`config.mk`:
```
export PLATFORM = sky130hd
export DESIGN_NAME = dram_arbiter
export DESIGN_NICKNAME = d
export VERILOG_FILES = /design/src/rtl/dram_arbiter.sv
export SDC_FILE = /design/constraint.sdc
export NUM_CORES = 1
export LEC_CHECK = 0
export BUFFER_PORTS_ARGS = -buffer_cell sky130_fd_sc_hd__buf_2
export CAP_MARGIN = 10
export CORE_MARGIN = 8
export CORE_UTILIZATION = 45
export CTS_BUF_LIST = sky130_fd_sc_hd__clkbuf_8 sky130_fd_sc_hd__clkbuf_16
export CTS_CLUSTER_SIZE = 8
export DETAILED_ROUTE_END_ITERATION = 6
export PLACE_DENSITY_LB_ADDON = 0.25
export SLEW_MARGIN = 20
export SYNTH_ARGS = -nofsm -noshare
export SYNTH_HDL_FRONTEND = slang
export SYNTH_SLANG_ARGS = --single-unit
```
`constraint.sdc`:
```
create_clock -name clk -period 4.89 [get_ports clk]
set_input_delay 0.978 -clock clk [delete_from_list [all_inputs] [get_ports clk]]
set_output_delay 0.978 -clock clk [all_outputs]
set_load 0.05 [all_outputs]
```
`src/rtl/dram_arbiter.sv`:
```
// dram_arbiter: round-robin arbiter granting N_REQ requesters one at a time onto a single DRAM adapter.
// Ports: clk/reset (async, active-high); req_addr/req_wdata (N_REQ slots of AW bits), req_re/req_we
// (level requests), req_rdata (broadcast read data), req_valid (one-cycle completion per requester);
// dramAddress/dramWriteData/dramReadEnable/dramWriteEnable to the adapter, dramReadData/dramValid back;
// grant_id (current or last grant), busy (BUSY or RELEASE).
module dram_arbiter #(
  parameter int N_REQ = 2,
  parameter int AW = 32
) (
  input  logic               clk,
  input  logic               reset,
  input  logic [N_REQ*AW-1:0] req_addr,
  input  logic [N_REQ*AW-1:0] req_wdata,
  input  logic [N_REQ-1:0]   req_re,
  input  logic [N_REQ-1:0]   req_we,
  output logic [AW-1:0]      req_rdata,
  output logic [N_REQ-1:0]   req_valid,
  output logic [AW-1:0]      dramAddress,
  output logic [AW-1:0]      dramWriteData,
  output logic               dramReadEnable,
  output logic               dramWriteEnable,
  input  logic [AW-1:0]      dramReadData,
  input  logic               dramValid,
  output logic [1:0]         grant_id,
  output logic               busy
);
  typedef enum logic [1:0] {IDLE, BUSY, RELEASE} state_t;
  state_t state;
  logic [1:0] rr_ptr, pick;
  logic [AW-1:0] lat_addr, lat_wdata;
  logic lat_op, found, in_busy;
  logic [3:0] pend, pwe;
  logic [2:0] t;
  // padded to 4 bits so a 2-bit index is always in range regardless of N_REQ
  assign pend = 4'(req_re | req_we);
  assign pwe = 4'(req_we);
  // scan downward so the lowest offset from rr_ptr is the one that sticks
  always_comb begin
    pick = rr_ptr;
    found = 1'b0;
    t = '0;
    for (int k = N_REQ - 1; k >= 0; k--) begin
      t = {1'b0, rr_ptr} + 3'(k);
      t = t >= 3'(N_REQ) ? t - 3'(N_REQ) : t;
      if (pend[t[1:0]]) begin
        pick = t[1:0];
        found = 1'b1;
      end
    end
  end
  always_ff @(posedge clk or posedge reset) begin
    if (reset) begin
      state <= IDLE;
      rr_ptr <= '0;
      grant_id <= '0;
      lat_addr <= '0;
      lat_wdata <= '0;
      lat_op <= 1'b0;
    end else begin
      case (state)
        IDLE: if (found) begin
          grant_id <= pick;
          lat_addr <= req_addr[int'(pick)*AW +: AW];
          lat_wdata <= req_wdata[int'(pick)*AW +: AW];
          lat_op <= pwe[pick];
          state <= BUSY;
        end
        BUSY: if (dramValid) begin
          state <= RELEASE;
          rr_ptr <= grant_id == 2'(N_REQ - 1) ? 2'd0 : grant_id + 2'd1;
        end
        default: state <= IDLE;
      endcase
    end
  end
  assign in_busy = state == BUSY;
  assign dramAddress = in_busy ? lat_addr : '0;
  assign dramWriteData = in_busy ? lat_wdata : '0;
  assign dramWriteEnable = in_busy & lat_op;
  assign dramReadEnable = in_busy & ~lat_op;
  assign req_valid = (in_busy & dramValid) ? N_REQ'(1) << grant_id : '0;
  assign req_rdata = dramReadData;
  assign busy = state != IDLE;
endmodule

```
==> results of run 1 <==
[synth_stat cells, drive strengths merged (2+ instances only)]
cell type	count	share of area (%)
dfrtp	71	43
nor2	68	6.4
o21ai	68	8.3
and2	66	10
a31oi	65	9.8
nand3	64	7.7
buf	56	8.8
clkbuf	22	2.0
inv	4	0.36
nand2	4	0.36
nor3	4	0.76
a21oi	2	0.61
nor2b	2	0.30
or2	2	0.36
[worst max path at each step]
stage	startpoint	to	slack (ns)
finish	state[1]	dramWriteData[26]	1.73
global route	state[1]	req_valid[1]	1.50
CTS	state[1]	dramWriteData[26]	1.67
detailed placement	req_we[1]	lat_wdata[13]	1.68
global placement	req_we[1]	lat_wdata[28]	1.78
floorplan	dramValid	req_valid[1]	1.63
[logic make-up after synthesis]
kind of cell / Yosys count / synth area share [%]
AOI/OAI and AO/OA: 139 / 19.6
buffers and inverters: 82 / 11.2
DFF: 71 / 43.0
and+or+nand+nor: 212 / 26.2
[state kept, by name (all words and copies together), names as in the netlist]
signal,cells
lat_op,1
lat_wdata,32
rr_ptr,2
lat_addr,32
state,2
grant_id,2
[routing by layer]
layer	vias to the layer above	global-route usage, %	share of wire [%]
met1	1948	23.0	39
met4	2	8.39	1.7
li1	2013	-	-
met3	23	8.01	11
met2	220	32.5	48
met5	-	0	0.12
[layout make-up]
| type | count | area (sq um) | area share (%) |
|---|---|---|---|
| multi-input combinational | 351 | 1920 | 36.9 |
| inverter | 4 | 15.0 | 0.288 |
| sequential | 71 | 1780 | 34.1 |
| clock buffer | 10 | 138 | 2.64 |
| tap | 111 | 139 | 2.66 |
| antenna | 1 | 2.50 | 0.0480 |
| clock inverter | 6 | 108 | 2.06 |
| timing repair buffer | 212 | 1110 | 21.3 |
[cell usage in the layout, fill, tap and decap left out, types with 2 or more instances in the layout]
cell type / instances
a21oi_4: 2
nand2_1: 4
and2_1: 66
o21ai_1: 20
nand3_1: 64
dfrtp_1: 71
clkbuf_8: 10
o21ai_0: 47
inv_1: 3
nor3_1: 3
bufinv_16: 3
a31oi_1: 65
buf_2: 205
nor2_1: 67
clkinv_2: 2
buf_4: 5
[worst register-to-register path: stages, from the launching register on]
cell     delay [ns]
dfrtp_1        0.44
nor3_4         0.90
buf_4          0.48
o21ai_0        0.15
a31oi_1        0.23
[per-stage QoR]
step                setup WS, ns  hold WS, ns  util [%]
detailed placement          1.68        0.519      54.5
global route                1.50        0.562      57.5
CTS                         1.67        0.534      57.2
floorplan                   1.63        0.438         -
global placement            1.78        0.506      54.4
finish                      1.73        0.527      57.5
[power breakdown]
part	internal [mW]	switching (mW)	total (mW)	leakage, nW
registers	0.863	0.139	1.00	0.801
logic	0.534	1.36	1.90	1.53
clock network	0.351	0.227	0.578	0.122
total	1.75	1.73	3.48	2.46
==> qor.csv, run 1 <==
stage,metric,value,unit
setup_path,CP required,3.91,ns
clocking,number of gates resized after cts,0,
clocking,Clock Latency Late Sink,0.34,ns
status,status,"finished, final reports clean",
clocking,# Post-CTS Setup Buffers,0,
synth,number of enable flip-flop cells after synthesis,0,
clocking,root buffer cell,clkbuf_8,
synth,"Cell Area, Synth",4140,sq um
synth,Syn Nets,671,
placement,area post-placement,4940,sq um
setup_path,Worst R2R Start,rr_ptr[1],
setup_path,Setup CP Type,reg2out,
timing,RSZ-0062 raised after global routing,no,
setup_path,Critical Path Fanout Max,35,
floorplanning,num rows,35,
timing,min cycle time layout,3.16,ns
placement,post-DP HPWL,9270,um
clocking,clock sink count,71,
floorplanning,core area,9060,sq um
setup_path,CP Buf/Inv Count,2,
final_layout,share of cells above drive strength 1,36.2,%
timing,fin. max-slew vios,0,
synth,"Distinct cells, synth",28,
setup_path,CP Capture Type,output port,
grt,wire length of the first global-routing pass,20700,um
setup_path,slowest cell delay on critical path,0.50,ns
synth,Synth Register Bits,71,
routing,post-route ant nets,0,
final_layout,number of fill cells in the layout,863,
synth,Synth async-reset ratio,100,%
synth,Syn. warnings,0,
clocking,Post-CTS Hold Fix Bufs,0,
grt,gr ovfl total,0,
timing,setup_tns,0,ns
floorplanning,# IOs,270,
timing,"Hold Vio Cnt, Final",0,
routing,total wire length,13100,um
setup_path,"slowest stage cell, crit path",nor2b_4,
floorplanning,die area,12500,sq um
clocking,CTS tree,built,
synth,Post-Syn Area per Cell,8.20,sq um
setup_path,reg2reg end,lat_wdata[13],
floorplanning,die width,112,um
final_layout,fin area,5210,sq um
clocking,clk buf depth,2,
timing,final setup violation count,0,
floorplanning,Initial Util,45.6,%
routing,post-route DRC violation count,0,
timing,Final Cycle Share,64.7,%
final_layout,Final Net Count,816,
timing,clk_skew,0.00662,ns
pwr,Lkg Pwr,2.46,nW
pwr,Power Density,667,nW/um^2
hold_path,worst hold path stage count,1,
setup_path,CP Launch Type,flip-flop,
synth,Post-Syn Instances,504,
final_layout,Layout area overhead,26.1,%
clocking,clock-pin slew on the worst setup and hold paths,0.07,ns
setup_path,Arrival @ worst endpoint,2.18,ns
grt,largest net degree at the start of global routing,85,
timing,Fmax achieved,0.316,GHz
timing,Relative slew margins,27.9,%
placement,port buffer count,205,
synth,"Primary FF master, synth",dfrtp_1,
grt,vias in the first global route,4162,
hold_path,hold path endpoint,state[0],
clocking,TritonCTS Buffers,9,
routing,vias post-DR,4206,
grt,gr usage total,20.1,%
routing,average vias per placed instance,5.49,
setup_path,Reg2Reg Depth,4,
timing,worst-margin pin slew,1.08,ns
floorplanning,Die H,112,um
final_layout,"non-filler cells, final",766,
placement,routability congestion estimate,0.754,
setup_path,Crit path depth,4,
setup_path,R2R setup slack,2.61,ns
pwr,worst IR drop on VDD,0.000388,V
placement,placed cell count,748,
clocking,H-tree depth,3,
routing,WL per Instance,17.1,um
setup_path,"critical path, cell by cell",nor2b_4 > buf_4 > and2_1 > buf_2,
routing,1st-pass router iterations,5,
hold_path,Hold Startpoint,state[1],
pwr,Tot Pwr,3.48,mW
hold_path,hold crit path type,reg2reg,
routing,Detailed Route Iter0 Violations,218,
synth,register area share after synthesis,43.0,%
grt,initial antenna violation count,2,
setup_path,cell family with most CP delay,simple AND/OR/NAND/NOR gates,
job,Max-Cap Viols,0,
(Power assumes the default switching activity.)
==> run 2, diff against run 1 <==
ABC_AREA = 1   (was not set)
clock period = 3.2 ns   (was 4.89 ns; I/O delays follow)
==> run 2 against run 1 <==
  * Worst hold slack got worse by 0.083 ns
  * Core utilization shrank 1.5 points
  * Non-clock buffer count grew 2
  * Register-to-register slack lost 1.2 ns
  * Clock power rose by 19%
  * Combinational power up 100%
  * Highest routed layer is now met4
==> qor.csv, run 2 <==
stage,metric,value,unit
status,status,"finished, final reports clean",
clocking,clock-pin slew on the worst setup and hold paths,0.08,ns
floorplanning,core area,10300,sq um
pwr,worst IR drop on VDD,0.000553,V
final_layout,number of fill cells in the layout,1078,
synth,Synth Register Bits,71,
job,Max-Cap Viols,0,
floorplanning,die width,119,um
timing,final worst setup slack,0.720,ns
setup_path,R2R setup slack,1.43,ns
pwr,Tot Pwr,6.10,mW
synth,share of the synthesized area in the top cell type,37.1,%
grt,initial antenna violation count,0,
clocking,H-tree depth,3,
synth,Area contributors post-synth,"dfrtp_1 (37%), nand2_1 (16%), inv_1 (16%)",
hold_path,hold crit path type,in2async,
final_layout,most frequent cells in the layout,"buf_2 (205), inv_1 (204), nand2_1 (200)",
routing,post-route DRC violation count,0,
grt,vias in the first global route,4612,
placement,dpl ws,1.06,ns
setup_path,Setup CP Type,reg2out,
setup_path,crit path launch,state[1],
setup_path,"slowest stage cell, crit path",dfrtp_1,
final_layout,fin area,5780,sq um
timing,setup_tns,0,ns
routing,post-route ant nets,0,
final_layout,fin util,56.0,%
setup_path,slowest cell delay on critical path,0.36,ns
setup_path,CP Capture Type,output port,
synth,Syn. warnings,0,
synth,"Primary FF master, synth",dfrtp_1,
placement,area post-placement,5590,sq um
clocking,TritonCTS Buffers,9,
setup_path,"critical path, cell by cell",inv_1 > nand2_2 > buf_4 > nor2_1 > buf_2,
synth,register area share after synthesis,37.1,%
grt,wire length of the first global-routing pass,21700,um
clocking,Clock Latency Late Sink,0.33,ns
timing,final setup violation count,0,
setup_path,Critical Path Fanout Max,31,
timing,Relative slew margins,49.0,%
clocking,# Post-CTS Setup Buffers,0,
placement,port buffer count,205,
setup_path,Arrival @ worst endpoint,1.84,ns
routing,average vias per placed instance,4.49,
floorplanning,num rows,37,
timing,"Hold Vio Cnt, Final",0,
timing,RSZ-0062 raised after global routing,no,
clocking,root buffer cell,clkbuf_8,
synth,"Cell Area, Synth",4790,sq um
final_layout,share of cells above drive strength 1,25.9,%
synth,Post-Syn Area per Cell,6.27,sq um
setup_path,CP Launch Type,flip-flop,
routing,1st-pass router iterations,4,
synth,number of enable flip-flop cells after synthesis,0,
setup_path,Worst R2R Start,state[0],
timing,Min Hold Slack,0.444,ns
routing,Detailed Route Iter0 Violations,228,
setup_path,cell family with most CP delay,buffers and inverters,
final_layout,Layout area overhead,20.7,%
routing,total wire length,13100,um
final_layout,"commonest non-fill, non-tap cell in the layout",buf_2,
synth,Synth async-reset ratio,100,%
synth,"count leader, synth",nand2_1,
floorplanning,die area,14200,sq um
grt,gr ovfl total,0,
placement,placed cell count,1040,
pwr,Power Density,1060,nW/um^2
grt,largest net degree at the start of global routing,69,
timing,Fmax achieved,0.403,GHz
floorplanning,Initial Util,46.4,%
pwr,Lkg Pwr,3.92,nW
placement,post-DP HPWL,9550,um
placement,routability congestion estimate,0.793,
setup_path,reg2reg end,lat_addr[15],
clocking,Post-CTS Hold Fix Bufs,0,
synth,"Distinct cells, synth",17,
setup_path,Reg2Reg Depth,6,
floorplanning,# IOs,270,
synth,Syn Nets,931,
clocking,CTS tree,built,
timing,min cycle time layout,2.48,ns
final_layout,Final Net Count,1082,
timing,Final Cycle Share,77.5,%
final_layout,largest registers,"lat_addr (32), lat_wdata (32)",
clocking,number of gates resized after cts,0,
clocking,clock sink count,71,
timing,fin. max-slew vios,0,
timing,clk_skew,0.0133,ns
setup_path,CP required,2.56,ns
clocking,clk buf depth,2,
final_layout,"non-filler cells, final",1056,
grt,gr usage total,18.2,%
synth,Post-Syn Instances,764,
synth,Post-synth top cells,"nand2_1 (204), inv_1 (203), nand3_1 (131), dfrtp_1 (71), nor2_1 (70)",
final_layout,ANT cells,0,
setup_path,CP Buf/Inv Count,3,
synth,Yosys top cell by area,dfrtp_1,
routing,WL per Instance,12.4,um
floorplanning,Die H,119,um
timing,worst-margin pin slew,0.763,ns
routing,vias post-DR,4745,
run 2: cell count changes in the layout (fill, tap and decap cells not counted), moves of 43 or more:
| cell | previous run | this run |
|---|---|---|
| nand3_1 | 64 | 131 |
| inv_1 | 3 | 204 |
| o21ai_0 | 47 | 4 |
| and2_1 | 66 | 0 |
| a31oi_1 | 65 | 0 |
| nand2_1 | 4 | 200 |
run 2: per-layer routing:
metal	up-vias	share of wire [%]	global-route usage (%)
met3	14	11	6.75
met5	-	0	0
met1	2066	44	22.4
met2	194	44	29.5
li1	2471	-	-
met4	0	0.97	4.82
run 2: where the power goes:
group | switching [mW] | internal (mW) | total, mW
registers | 0.234 | 1.35 | 1.58
clock network | 0.333 | 0.355 | 0.688
logic | 2.89 | 0.938 | 3.83
total | 3.46 | 2.64 | 6.10
run 2: area by class of cell:
type	instances	area (sq um)	share of cell area, %
Clock buffer	9	124	2.14
Clock inverter	7	66.3	1.15
Inverter	205	769	13.3
Multi-Input combinational cell	414	1760	30.4
Sequential cell	71	1780	30.7
Tap cell	136	170	2.94
Timing Repair Buffer	214	1120	19.4
run 2: how the worst max path moves through the flow:
stage,cells after the start,slack [ns],endpoint
floorplan,2,0.73,req_valid[1]
global placement,5,1.12,dramAddress[8]
detailed placement,5,1.06,dramWriteData[22]
CTS,5,0.68,dramWriteData[22]
global route,5,0.54,dramWriteData[30]
finish,5,0.72,dramWriteData[22]
run 2: logic make-up (layout without fill, tap and decap cells):
logic type / count (synthesis) / in the layout / share of synthesized area [%]
AO/OA/AOI/OAI: 7 / 7 / 1.04
buffers and inverters: 279 / 435 / 26.5
flip-flops: 71 / 71 / 37.1
AND/OR/NAND/NOR: 407 / 407 / 35.4
